### src/rtl/serial_operand_feeder.sv
// serial_operand_feeder: accepts two parallel operands over valid/ready and
// streams them LSB-first as bit pairs, with framing strobes and a carry-clear
// pulse for a downstream serial adder.
// Optional feature macro: SERIAL_SUM_CAPTURE_EN (adds z_bit in / sum_out out,
// collecting the adder's serial sum back into a parallel word).
module serial_operand_feeder #(
  parameter int unsigned WIDTH = 8
) (
  input  logic             clock,
  input  logic             reset,
  input  logic             load_valid,
  output logic             load_ready,
  input  logic [WIDTH-1:0] a_in,
  input  logic [WIDTH-1:0] b_in,
  input  logic             shift_en,
  output logic             x_bit,
  output logic             y_bit,
  output logic             bit_valid,
  output logic             first_bit,
  output logic             last_bit,
  output logic             carry_clr,
  output logic             busy,
  output logic             done
`ifdef SERIAL_SUM_CAPTURE_EN
  ,
  input  logic             z_bit,
  output logic [WIDTH-1:0] sum_out
`endif
);

  localparam int unsigned CNT_W = $clog2(WIDTH);

  typedef enum logic [1:0] {IDLE, SHIFT, DONE} state_t;

  state_t             state;
  state_t             state_nxt;
  logic [WIDTH-1:0]   sr_a;
  logic [WIDTH-1:0]   sr_b;
  logic [CNT_W-1:0]   cnt;
  logic               accept;
  logic               advance;
  logic               cnt_first;
  logic               cnt_last;

  assign cnt_first = (cnt == '0);
  assign cnt_last  = (cnt == CNT_W'(WIDTH - 1));

  // State register
  always_ff @(posedge clock) begin
    if (reset) state <= IDLE;
    else       state <= state_nxt;
  end

  // Next-state and output decode; every output is forced low while reset is high
  always_comb begin
    state_nxt  = state;
    load_ready = 1'b0;
    x_bit      = 1'b0;
    y_bit      = 1'b0;
    bit_valid  = 1'b0;
    first_bit  = 1'b0;
    last_bit   = 1'b0;
    carry_clr  = 1'b0;
    busy       = 1'b0;
    done       = 1'b0;
    accept     = 1'b0;
    advance    = 1'b0;
    if (!reset) begin
      case (state)
        IDLE: begin
          load_ready = 1'b1;
          if (load_valid) begin
            accept    = 1'b1;
            state_nxt = SHIFT;
          end
        end
        SHIFT: begin
          busy      = 1'b1;
          bit_valid = 1'b1;
          x_bit     = sr_a[0];
          y_bit     = sr_b[0];
          first_bit = cnt_first;
          last_bit  = cnt_last;
          carry_clr = cnt_first & shift_en;
          if (shift_en) begin
            advance = 1'b1;
            if (cnt_last) state_nxt = DONE;
          end
        end
        DONE: begin
          busy      = 1'b1;
          done      = 1'b1;
          state_nxt = IDLE;
        end
        default: state_nxt = IDLE;
      endcase
    end
  end

  // Operand shift registers and bit counter
  always_ff @(posedge clock) begin
    if (reset) begin
      sr_a <= '0;
      sr_b <= '0;
      cnt  <= '0;
    end else if (accept) begin
      sr_a <= a_in;
      sr_b <= b_in;
      cnt  <= '0;
    end else if (advance) begin
      sr_a <= {1'b0, sr_a[WIDTH-1:1]};
      sr_b <= {1'b0, sr_b[WIDTH-1:1]};
      cnt  <= cnt + CNT_W'(1);
    end
  end

`ifdef SERIAL_SUM_CAPTURE_EN
  // Serial sum collector: bits enter at the MSB so bit 0 ends up in sum_out[0]
  always_ff @(posedge clock) begin
    if (reset || accept) sum_out <= '0;
    else if (advance)    sum_out <= {z_bit, sum_out[WIDTH-1:1]};
  end
`endif

endmodule

### config.mk
export PLATFORM = sky130hd
export DESIGN_NAME = serial_operand_feeder
export DESIGN_NICKNAME = d
export VERILOG_FILES = /design/src/rtl/serial_operand_feeder.sv
export SDC_FILE = /design/constraint.sdc
export NUM_CORES = 1
export LEC_CHECK = 0
export ABC_AREA = 1
export CAP_MARGIN = 20
export CORE_MARGIN = 2
export CORE_UTILIZATION = 40
export DETAILED_ROUTE_END_ITERATION = 16
export GPL_TIMING_DRIVEN = 0
export PLACE_DENSITY = 0.65
export SLEW_MARGIN = 15
export SYNTH_ARGS = -nofsm -noshare
export SYNTH_HDL_FRONTEND = slang
export SYNTH_SLANG_ARGS = --single-unit
### constraint.sdc
create_clock -name clock -period 2.2 [get_ports clock]
set_clock_uncertainty 0.15 [all_clocks]
set_input_delay 0.33 -clock clock [delete_from_list [all_inputs] [get_ports clock]]
set_output_delay 0.33 -clock clock [all_outputs]
set_load 0.01 [all_outputs]
==> out/metrics.csv <==
stage,metric,value,unit
clocking,worst skew pair latency,0.32,ns
synth,#FFs+latches synth,21,
worst_setup_path,"slowest stage cell, crit path",dfxtp_2,
routing,Avg WL per Cell,10.7,um
worst_setup_path,CP Data Required Time,1.72,ns
worst_setup_path,register-to-register setup slack,0.53,ns
timing,final hold viol count,0,
clocking,TritonCTS Sinks,21,
synth,"Seq/Total Area, Yosys",0.305,
layout,share of post-route cells with drive strength above 1,0.239,
clocking,clk root buf,clkbuf_4,
worst_setup_path,critical path class,reg2out,
routing,WL met1,1.43,mm
power,Net Sw Frac,0.413,
floorplanning,Die Area,3930,um2
layout,# fillers,346,
routing,met3 WL,73,um
worst_setup_path,slowest cell delay on critical path,0.36,ns
routing,first drt pass iteration count,4,
worst_setup_path,reg2reg start,state[1]$_SDFFE_PP0P_,
clocking,clock transition at the registers of the reported paths,0.13,ns
power,leakage,0.845,nW
synth,syn_nets,217,
worst_setup_path,WP data arrival,1.63,ns
synth,cells after synthesis,189,
layout,Ant. Diodes,0,
synth,Ys Warns,0,
global_routing,vias in the first global route,1191,
worst_setup_path,crit-path max FO,6,
timing,Slew HR,0.618,
timing,hold slack,0.0843,ns
place,port bufs,27,
timing,post-route minimum period,2.11,ns
routing,met2 routed WL,1.33,mm
routing,vias after detailed routing,1226,
layout,post-layout util,0.537,
worst_setup_path,R2R cell count,9,
timing,final setup vio count,0,
global_routing,grt total ovfl,0,
worst_setup_path,Reg-to-Reg End,sr_b[7]$_SDFFE_PP0P_,
routing,"antenna viol nets, final",0,
worst_setup_path,"most used cell, CP",inv_2,
floorplanning,Die Span Y,62.7,um
routing,Remaining DRCs,0,
power,Design Power,1.47,mW
routing,Detailed Route Iter0 Violations,36,
power,design internal power,864,uW
clocking,Clock Path Buffers,2,
hold_path,WHS Path Cells,2,
layout,Layout Nets,251,
timing,Worst-Margin Slew,0.573,ns
place,gpl congestion,0.776,
global_routing,largest net degree at the start of global routing,13,
timing,Pins Over Slew Limit,0,
global_routing,first-pass GRT wire length,5.04,mm
job,max capacitance violation total,0,
layout,area grow syn2layout,29.0,%
hold_path,hold-critical path endpoint,state[0]$_SDFFE_PP0P_,
place,placed instance area,1710,um2
clocking,CTS tree,yes,
place,worst slack at placement,-0.0844,ns
hold_path,Worst Hold Class,in2reg,
floorplanning,I/O pin count,29,
power,P_sw,609,uW
clocking,Num CTS Buffers,3,
clocking,CTS Hold Bufs,0,
worst_setup_path,crit start category,flop,
routing,uppermost layer routed,met4,
synth,Syn Std Cell Area,1380,um2
layout,"commonest non-fill, non-tap cell in the layout",nand2_1,
power,power share of the clock group,0.137,
power,maximum vdd ir drop,369,uV
floorplanning,core area,3310,um2
worst_setup_path,Top delay family on crit path,buffers and inverters,
routing,Vias/cell,4.57,
outcome,status,finished clean,
worst_setup_path,worst path bufs/invs,3,
hold_path,HP Start,reset,
global_routing,initial antenna violation count,0,
layout,Final Cell Area,1780,um2
floorplanning,Rows,21,
timing,fmax,0.474,GHz
clocking,H-tree depth,1,
worst_setup_path,CP Cell Sequence,inv_2 -> ha_4 -> nand2_2 -> nor2_8 -> inv_2 -> nor2_1 -> dlygate4sd2_1,
timing,fin crit share,0.959,
place,DP Wirelength,2.16,mm
worst_setup_path,Setup crit end kind,output pin,
layout,most frequent cells in the layout,"59 x nand2_1, 20 x inv_1, 19 x dfxtp_1, 19 x clkdlybuf4s50_1, 14 x nand2_2",
timing,setup ws final,0.0903,ns
global_routing,Tot GR Track Use,0.155,
routing,final WL,2.86,mm
power,Cell Pwr Density,828,nW/um2
floorplanning,die width,62.7,um
power,Combinational Power Share,0.516,
synth,Netlist cell types,26,
synth,Syn Area/Cell,7.30,um2
power,Seq pwr share,0.347,
floorplanning,Initial Utilization,0.416,
==> synth_stat cells <==
cell type | number | area share
nor2_1 | 11 | 0.030
inv_1 | 22 | 0.060
buf_4 | 1 | 0.0054
dfxtp_1 | 21 | 0.30
o21ai_0 | 2 | 0.0073
nand2_4 | 1 | 0.0082
inv_4 | 1 | 0.0045
nand3_1 | 3 | 0.011
buf_2 | 3 | 0.011
a21oi_1 | 9 | 0.033
or2_4 | 1 | 0.0064
ha_1 | 8 | 0.073
o21bai_1 | 1 | 0.0054
a21oi_2 | 9 | 0.057
nand3_4 | 1 | 0.013
buf_6 | 2 | 0.016
nand3_2 | 1 | 0.0073
o211ai_2 | 1 | 0.0091
nor2_8 | 2 | 0.029
nand2_2 | 14 | 0.064
buf_8 | 2 | 0.022
nand4_1 | 11 | 0.050
inv_2 | 1 | 0.0027
buf_1 | 1 | 0.0027
nand2_1 | 59 | 0.16
nor2_4 | 1 | 0.0082
==> how the worst max path moves through the flow <==
stage	start	end	slack [ns]	cells past startpoint
2_1_floorplan	state[1]$_SDFFE_PP0P_	carry_clr	0.59	6
3_3_place_gp	shift_en	carry_clr	-0.07	6
3_5_place_dp	shift_en	carry_clr	-0.08	6
4_1_cts	state[1]$_SDFFE_PP0P_	load_ready	0.04	5
5_1_grt	state[1]$_SDFFE_PP0P_	carry_clr	-0.0004	7
6_report	state[1]$_SDFFE_PP0P_	carry_clr	0.09	7
==> registers in the layout, summed over array words and instances (netlist names) <==
signal / cells
cnt: 3
state: 2
sr_a: 8
sr_b: 8
==> metal layers <==
| layer | vias to the layer above | track usage |
|---|---|---|
| met1 | 539 | 0.198 |
| li1 | 660 | - |
| met2 | 23 | 0.276 |
| met3 | 4 | 0.0180 |
| met5 | - | 0 |
| met4 | 0 | 0.0417 |
==> power groups by stage <==
stage	combinational (mW)	sequential [mW]	clock (mW)
after floorplan	0.525	0.495	0
after global placement	0.708	0.504	0
after detailed placement	0.715	0.505	0
after CTS	0.758	0.511	0.203
after global routing	0.851	0.519	0.213
final	0.760	0.511	0.202
==> metrics by stage <==
step,instances,TNS [ns]
2_1_floorplan,189,0
3_3_place_gp,262,-0.0682
3_5_place_dp,262,-0.103
4_1_cts,266,0
5_1_grt,268,-0.000446
6_report,268,0
==> cell type report <==
type                       instances  area (um2)  area share
buffer                             9        85.1      0.0478
clock buffer                       3        22.5      0.0127
clock inverter                     1        5.00     0.00281
inverter                          24        92.6      0.0520
multi-input combinational        135         812       0.456
sequential                        21         425       0.239
tap                               46        57.6      0.0323
timing repair buffer              29         279       0.157
==> kinds of logic after synthesis <==
| logic type | after synthesis | share of synthesized area |
|---|---|---|
| AO/OA/AOI/OAI | 22 | 0.112 |
| adder cells (fa/ha/maj) | 8 | 0.0726 |
| buffers and inverters | 33 | 0.124 |
| flip-flops | 21 | 0.305 |
| AND/OR/NAND/NOR | 105 | 0.387 |
==> what timing repair did <==
action                                 4_1_cts  5_1_grt
pin swaps                                    0        1
resized for setup                           18        1
buffers inserted                             0        2
setup endpoints to repair                    8        2
endpoints found under the hold margin        0        0
Power figures use the tool's default switching activity.
